**config.mk**
```make
export PLATFORM = sky130hd
export DESIGN_NAME = bpsk_transmitter
export DESIGN_NICKNAME = d
export VERILOG_FILES = /design/src/rtl/bpsk_transmitter_pkg.sv /design/src/rtl/bpsk_transmitter_uart_deserialize.sv /design/src/rtl/bpsk_transmitter.sv
export SDC_FILE = /design/constraint.sdc
export NUM_CORES = 1
export LEC_CHECK = 0
export CORE_AREA = 2 2 123 95
export DETAILED_ROUTE_END_ITERATION = 6
export DIE_AREA = 0 0 125 97
export GPL_TIMING_DRIVEN = 0
export PLACE_DENSITY = 0.82
export SYNTH_ARGS = -nofsm -noshare
export SYNTH_HDL_FRONTEND = slang
export SYNTH_SLANG_ARGS = --single-unit
```
**constraint.sdc**
```tcl
create_clock -name clk -period 6.9 [get_ports clk]
set_input_delay 2.07 -clock clk [delete_from_list [all_inputs] [get_ports clk]]
set_output_delay 2.07 -clock clk [all_outputs]
set_load 0.02 [all_outputs]
```
**src/rtl/bpsk_transmitter_pkg.sv**
```systemverilog
// Shared parameters, state encodings and the frame check used across the BPSK transmit path.
package bpsk_transmitter_pkg;

  localparam int DATA_WIDTH      = 8;
  localparam int PACKET_SIZE     = 32;
  localparam int BAUD_DIV        = 4;
  localparam int SAMPLES_PER_BIT = 8;
  localparam int UART_FRAME_BITS = 11;

  typedef enum logic [2:0] {
    RX_IDLE,
    RX_START,
    RX_DATA,
    RX_PARITY,
    RX_STOP
  } rx_state_t;

  typedef enum logic {
    TX_IDLE,
    TX_SEND
  } tx_state_t;

  // A byte is good when D0..D7 plus parity has even weight and the stop bit is high.
  function automatic logic frame_ok(input logic [7:0] data, input logic par, input logic stop);
    return (^{data, par} == 1'b0) && stop;
  endfunction

endpackage

```
**src/rtl/bpsk_transmitter_uart_deserialize.sv**
```systemverilog
// UART receiver: 2-FF line synchronizer, 11-bit frame FSM and even-parity/stop check.
//
// state     | meaning
// RX_IDLE   | line idle high, waiting for a low level
// RX_START  | half-bit wait, confirm start bit at its centre
// RX_DATA   | sample D0..D7 mid-bit, LSB first
// RX_PARITY | sample parity bit
// RX_STOP   | sample stop bit, then accept or flag the byte
module uart_deserialize #(
  parameter int BAUD_DIV = bpsk_transmitter_pkg::BAUD_DIV
) (
  input  logic       clk,
  input  logic       rst,
  input  logic       line,
  output logic [7:0] data_byte,
  output logic       byte_valid,
  output logic       frame_error
);
  import bpsk_transmitter_pkg::*;

  localparam int CW = $clog2(BAUD_DIV);
  localparam logic [CW-1:0] HALF_RELOAD = CW'(BAUD_DIV / 2 - 1);
  localparam logic [CW-1:0] BIT_RELOAD  = CW'(BAUD_DIV - 1);
  localparam logic [3:0]    LAST_DATA   = 4'(UART_FRAME_BITS - 3);

  logic      line_meta;
  logic      line_sync;
  rx_state_t state;
  logic [CW-1:0] cnt;
  logic [3:0]    bit_idx;
  logic [7:0]    shift_reg;
  logic          parity_bit;

  always_ff @(posedge clk or posedge rst) begin
    if (rst) begin
      line_meta <= 1'b1;
      line_sync <= 1'b1;
    end else begin
      line_meta <= line;
      line_sync <= line_meta;
    end
  end

  always_ff @(posedge clk or posedge rst) begin
    if (rst) begin
      state       <= RX_IDLE;
      cnt         <= '0;
      bit_idx     <= '0;
      shift_reg   <= '0;
      parity_bit  <= 1'b0;
      data_byte   <= '0;
      byte_valid  <= 1'b0;
      frame_error <= 1'b0;
    end else begin
      byte_valid  <= 1'b0;
      frame_error <= 1'b0;
      case (state)
        RX_IDLE: begin
          if (!line_sync) begin
            state <= RX_START;
            cnt   <= HALF_RELOAD;
          end
        end
        RX_START: begin
          if (cnt != '0) begin
            cnt <= cnt - 1'b1;
          end else if (!line_sync) begin
            state   <= RX_DATA;
            cnt     <= BIT_RELOAD;
            bit_idx <= 4'd1;
          end else begin
            state <= RX_IDLE;
          end
        end
        RX_DATA: begin
          if (cnt != '0) begin
            cnt <= cnt - 1'b1;
          end else begin
            shift_reg <= {line_sync, shift_reg[7:1]};
            cnt       <= BIT_RELOAD;
            if (bit_idx == LAST_DATA) state <= RX_PARITY;
            else bit_idx <= bit_idx + 4'd1;
          end
        end
        RX_PARITY: begin
          if (cnt != '0) begin
            cnt <= cnt - 1'b1;
          end else begin
            parity_bit <= line_sync;
            cnt        <= BIT_RELOAD;
            state      <= RX_STOP;
          end
        end
        RX_STOP: begin
          if (cnt != '0) begin
            cnt <= cnt - 1'b1;
          end else begin
            state <= RX_IDLE;
            if (frame_ok(shift_reg, parity_bit, line_sync)) begin
              data_byte  <= shift_reg;
              byte_valid <= 1'b1;
            end else begin
              frame_error <= 1'b1;
            end
          end
        end
        default: state <= RX_IDLE;
      endcase
    end
  end

endmodule

```
**src/rtl/bpsk_transmitter.sv**
```systemverilog
// BPSK transmitter: packs UART bytes into packets and modulates them onto an fs/4 carrier.
//
// state   | meaning
// TX_IDLE | no packet in flight, signal held at 0
// TX_SEND | shifting packet bits out MSB first, SAMPLES_PER_BIT samples each
module bpsk_transmitter #(
  parameter int DATA_WIDTH      = bpsk_transmitter_pkg::DATA_WIDTH,
  parameter int PACKET_SIZE     = bpsk_transmitter_pkg::PACKET_SIZE,
  parameter int BAUD_DIV        = bpsk_transmitter_pkg::BAUD_DIV,
  parameter int SAMPLES_PER_BIT = bpsk_transmitter_pkg::SAMPLES_PER_BIT
) (
  input  logic                         clk,
  input  logic                         rst,
  input  logic                         uart_stream,
  output logic signed [DATA_WIDTH-1:0] signal,
  output logic                         tx_active,
  output logic                         frame_error,
  output logic                         overflow
);
  import bpsk_transmitter_pkg::*;

  localparam int BYTES_PER_PKT = PACKET_SIZE / 8;
  localparam int BCW           = $clog2(BYTES_PER_PKT + 1);
  localparam int BIW           = $clog2(PACKET_SIZE);
  localparam int SCW           = $clog2(SAMPLES_PER_BIT);
  localparam logic [BCW-1:0] LAST_BYTE   = BCW'(BYTES_PER_PKT - 1);
  localparam logic [BIW-1:0] FIRST_BIT   = BIW'(PACKET_SIZE - 1);
  localparam logic [SCW-1:0] SAMP_RELOAD = SCW'(SAMPLES_PER_BIT - 1);
  // Symmetric amplitude keeps -AMP one code above the most-negative value.
  localparam logic signed [DATA_WIDTH-1:0] AMP = {1'b0, {(DATA_WIDTH-1){1'b1}}};

  logic [7:0] rx_byte;
  logic       rx_valid;

  uart_deserialize #(.BAUD_DIV(BAUD_DIV)) u_rx (
    .clk         (clk),
    .rst         (rst),
    .line        (uart_stream),
    .data_byte   (rx_byte),
    .byte_valid  (rx_valid),
    .frame_error (frame_error)
  );

  logic [PACKET_SIZE-1:0] packet;
  logic [PACKET_SIZE-1:0] packet_next;
  logic [PACKET_SIZE-1:0] pkt_buf;
  logic [BCW-1:0]         byte_cnt;
  logic                   pkt_done;

  always_comb begin
    packet_next = packet;
    packet_next[PACKET_SIZE-1-8*byte_cnt -: 8] = rx_byte;
  end

  always_ff @(posedge clk or posedge rst) begin
    if (rst) begin
      packet   <= '0;
      pkt_buf  <= '0;
      byte_cnt <= '0;
      pkt_done <= 1'b0;
    end else begin
      pkt_done <= 1'b0;
      if (rx_valid) begin
        if (byte_cnt == LAST_BYTE) begin
          pkt_buf  <= packet_next;
          pkt_done <= 1'b1;
          packet   <= '0;
          byte_cnt <= '0;
        end else begin
          packet   <= packet_next;
          byte_cnt <= byte_cnt + 1'b1;
        end
      end
    end
  end

  function automatic logic signed [DATA_WIDTH-1:0] carrier(input logic bit_val, input logic [1:0] ph);
    logic signed [DATA_WIDTH-1:0] s;
    s = '0;
    if (ph == 2'd1) s = bit_val ? AMP : -AMP;
    else if (ph == 2'd3) s = bit_val ? -AMP : AMP;
    return s;
  endfunction

  tx_state_t              tx_state;
  logic [PACKET_SIZE-1:0] tx_reg;
  logic [BIW-1:0]         bit_idx;
  logic [SCW-1:0]         samp_cnt;
  logic [1:0]             phase;

  // Phase 0 is always a zero sample, so a bit boundary never needs the next bit's value.
  always_ff @(posedge clk or posedge rst) begin
    if (rst) begin
      tx_state  <= TX_IDLE;
      tx_reg    <= '0;
      bit_idx   <= '0;
      samp_cnt  <= '0;
      phase     <= '0;
      signal    <= '0;
      tx_active <= 1'b0;
      overflow  <= 1'b0;
    end else begin
      overflow <= 1'b0;
      case (tx_state)
        TX_IDLE: begin
          signal    <= '0;
          tx_active <= 1'b0;
          if (pkt_done) begin
            tx_reg    <= pkt_buf;
            bit_idx   <= FIRST_BIT;
            samp_cnt  <= SAMP_RELOAD;
            phase     <= 2'd0;
            tx_active <= 1'b1;
            tx_state  <= TX_SEND;
          end
        end
        TX_SEND: begin
          if (pkt_done) overflow <= 1'b1;
          if (samp_cnt == '0) begin
            phase    <= 2'd0;
            signal   <= '0;
            samp_cnt <= SAMP_RELOAD;
            if (bit_idx == '0) begin
              tx_state  <= TX_IDLE;
              tx_active <= 1'b0;
            end else begin
              bit_idx <= bit_idx - 1'b1;
            end
          end else begin
            samp_cnt <= samp_cnt - 1'b1;
            phase    <= phase + 2'd1;
            signal   <= carrier(tx_reg[bit_idx], phase + 2'd1);
          end
        end
        default: tx_state <= TX_IDLE;
      endcase
    end
  end

endmodule

```
# == After elaboration in Yosys (flattened, before gate mapping) ==
# Index checks and enable logic that the tools add are counted.
# totals
regBits,151
wordCells,133
# classes
add_sub_neg,8
n_lt_le_gt_ge,1
eq_ne,22
n_shift,2
mux,56
bitwise,3
reduce_logical,19
# ops
op,n
$mux W8,5
$shift A8 B34 Y39 const A,1
$shiftx A8 B34 Y39,1
$neg A32 Y34,1
$bwmux W32,1
$mux W32,1
$mux W3,9
$ne A2 B2 Y1 const B,9
$mux W2,8
$mux W4,4
$pmux W8 S2,1
$mux W1,15
$mux W5,3
$pmux W3 S5,1
$pmux W5 S2,1
$reduce_and A2 Y1,5
$eq A3 B2 Y1 const B,3
$reduce_xor A9 Y1,1
$ne A2 B1 Y1 const B,4
$pmux W2 S4,1
$pmux W4 S2,1
$sub A5 B6 Y7 const A,1
$logic_not A3 Y1,2
$lt A5 B6 Y1 const B,1
other kinds (26),31

# == Depth between registers and ports, before layout ==
# logic_depth
word_depth,7
mapped_depth,9

# == Cells and area by module ==
# Synthesis repeated with hierarchy kept, for this count alone.
# hier_totals
hier_cells,593
hier_area_um2,6523.8
# by_module_without_submodules
module,instances,cells_each,area_each_um2,seq_area_each_um2
bpsk_transmitter,1,477,5063.6,2902.8
uart_deserialize,1,116,1460.2,753.2

# == Worst setup path before layout ==
# Ideal clock, no wire load.
# synth_timing
path_kind,register to output
from,register signal[6] (netlist name)
to,output signal[2]
t_arrival_ps,685
required_time_ps,4830
path_slack_ps,4145
stages_incl_launch_ff,2
n_path_buf,1
path_cell_list,dfrtp_1 > buf_4
# synth_lines
item,line_no,text
"end, declared",bpsk_transmitter.sv:15,"output logic signed [DATA_WIDTH-1:0] signal,"

==> summary.txt <==
Synthesis
  • Mapped Area: 6450 um2
  • Synth Area in Simple Gates: 13.7%
  • Mux cell area share after synthesis: 11.3%
  • Prevailing post-synth register cell: dfrtp_1
  • Synth Net Count: 613
  • Synth Area in Compound Gates: 10.9%
  • EDFF count, synth: 0
  • Cell taking the most area after synthesis: dfrtp_1
  • Ys async rst share: 100%
  • Seq cells post-synth: about 150
  • Largest family of logic cells by synthesized area: simple AND/OR/NAND/NOR gates
  • Register area share after synthesis: a little under three fifths
  • Adder-cell share of the synthesized area: 1.75%
  • Netlist cell types: 45
  • Largest cells by area after synthesis: dfrtp_1 56%, nand2_1 8.7%, mux2i_1 5.7%
  • Syn Inst Count: 601
  • Syn_area_per_cell: 10.7 um2
  • XOR/XNOR Fraction of Synth Area: 1.43%
  • Ys Warns: 0
  • Top cell type's share of synthesized area: 55.8%

Clock network
  • CTS tree: built
  • H-Tree Depth: 4
  • Clk buf depth: 2
  • Post-cts resize count: 0
  • Post-CTS setup buffer count: 0
  • Worst-Skew Late Latency: between 0.4 and 0.5 ns
  • Total CTS buffers: 17
  • CTS Hold Buffers Added: 0
  • Reg clk slew, reported paths: about 0.06 ns
  • Root buffer cell: clkbuf_16
  • Clock Sinks: 146

Pwr
  • Max VDD drop: 0.214 mV
  • Leakage power: 0.00363 uW
  • Power per cell area: 295 nW/um2

Timing
  • Fmax: 0.275 GHz
  • RSZ-0062 raised after global routing: no
  • Final worst path period share: 52.6%
  • Worst Skew: just under 0.006 ns
  • Final Max Tran Viols: 0
  • Final hold vios: 0
  • Setup-failing EPs final: 0
  • Crit path time final: 3.63 ns
  • Setup TNS: 0 ns
  • Final setup margin: 3.27 ns
  • Max transition margin: roughly 14%
  • Slew at the pin closest to its max-slew limit: 1.27 ns

Global routing
  • GR Overflow Total: 0
  • Total GRT Usage: 23.7%
  • Vias in the first global route: 4,463
  • Antenna violations before repair: 0
  • First-pass GRT wire length: 22.9 mm
  • Largest net degree at the start of global routing: 111

Drt
  • ANT nets after route: 0
  • Drt drc: 0
  • WL final: 13.2 mm
  • Via Count: 4,464
  • Via density per instance: ~5.7
  • Routed length per instance: 16.8 um
  • DR iter-0 viols: between 300 and 400
  • DRT Pass-1 Iters: 4

Job
  • Max_cap viols: 0

Placement
  • Pre-CTS setup slack: 3.60 ns
  • HPWL after DPL: around 8.8 mm
  • IO Port Bufs: 13
  • Placer Congestion: 0.813

Finish
  • Layout cells sized above 1: 12.1%
  • Antenna cells: 0
  • Sequential cell area: ~3700 um2
  • Layout Nets: 646
  • Area of the multi-input gates: 2520 um2
  • Util after Layout: between 60% and 70%
  • Area grow syn2layout: 14.4%
  • Layout fillers: 772

Floorplan
  • Die ar.: 12,100 um2
  • Core area: 10,800 um2
  • # IOs: 14
  • Die Span Y: 97 um
  • Rows: 33
  • Die Wd: ~130 um
  • Initial Utilization: 59.6%

Outcome
  • Status: finished clean

Critical path
  • Crit path required time: 4.83 ns
  • Worst path top cell family by delay: buffers and inverters
  • Critical Path Fanout Max: 6
  • Sequence of cells on the critical path: buf_4, clkdlybuf4s50_1
  • CP max stage delay: 0.59 ns
  • CP bufs+invs: 2
  • Arr. time, crit path: 1.56 ns
  • Critical path class: flop to primary output
  • Slowest CP cell: clkdlybuf4s50_1
  • Critical path launch point type: flop
  • Setup crit end kind: primary output

Hold path
  • Hold Crit Class: flop to flop
[path summary, 6_finish.rpt]
check | startpoint | to | slack [ns] | depth (start not counted)
worst max-delay path | signal[6] | signal[4] | 3.27 | 2
worst min-delay path | u_rx.line_meta | u_rx.line_sync | 0.36 | 0
worst max register to register | byte_cnt[0] | packet[25] | 4.60 | 5
worst min register to register | u_rx.line_meta | u_rx.line_sync | 0.36 | 0
max in group asynchronous | rst | u_rx.line_meta | 4.06 | 3
min in group asynchronous | rst | overflow | 2.02 | 2
[placed cells by master, fill, tap and decap left out, drive strengths merged, types with 5 or more instances in the layout]
cell type,n
nand2b,5
ha,9
inv,19
nor2,8
mux2,20
buf,15
o21ai,47
clkdlybuf4s50,13
nor3,10
mux4,6
nand3,10
a21oi,7
nand2,149
mux2i,37
dfrtp,144
a22o,32
clkinv,6
nor2b,7
xnor2,5
clkbuf,52
[cells in the mapped netlist (all sizes together), types with 3 or more instances]
cell / n
xor2: 3
clkbuf: 32
mux4: 6
a21oi: 7
nor2: 8
a31oi: 4
nor2b: 7
mux2: 20
nand3: 10
a22o: 32
inv: 19
nand2b: 5
nand2: 149
o31ai: 4
ha: 9
o21ai: 47
dfrtp: 144
xnor2: 5
nand3b: 3
mux2i: 37
nor3: 10
and2: 4
buf: 14
[logic make-up (layout without fill, tap and decap cells)]
family | Yosys count | after routing
adder cells (fa/ha/maj) | 9 | 9
XOR/XNOR | 9 | 9
buffers and inverters | 65 | 109
AO/OA/AOI/OAI | 105 | 105
multiplexers | 63 | 63
flip-flops | 146 | 146
AND/OR/NAND/NOR | 204 | 204
[layer usage]
layer | part of all wire, % | global-route usage (%)
met1 | 48 | 35.6
met2 | 46 | 34.9
met4 | 1.1 | 6.41
met5 | 0 | 0
met3 | 5.0 | 5.59
[cell type report]
cell class,instances,share of cell area [%]
Timing Repair Buffer,14,2.14
Sequential cell,146,49.5
Buffer,46,2.81
Inverter,19,1.03
Clock inverter,10,1.83
Multi-Input combinational cell,390,34.1
Clock buffer,20,6.19
Tap cell,140,2.37
[stage by stage]
stage | area, um2 | hold slack (ns) | instances | total power [uW]
after detailed placement | 6790 | 0.353 | 755 | 1270
after floorplan | 6450 | 0.345 | 601 | 1200
after CTS | 7380 | 0.361 | 785 | 2180
final | 7380 | 0.359 | 785 | 2170
after global placement | 6760 | 0.346 | 754 | 1250
after global routing | 7380 | 0.366 | 785 | 2270
[power by group]
part / internal [uW] / switching (uW) / total (uW)
combinational: 136 / 181 / 317
sequential: 900 / 40.6 / 941
clock: 581 / 336 / 917
total: 1620 / 557 / 2170
Note: power is estimated with default switching activity, not from simulation.
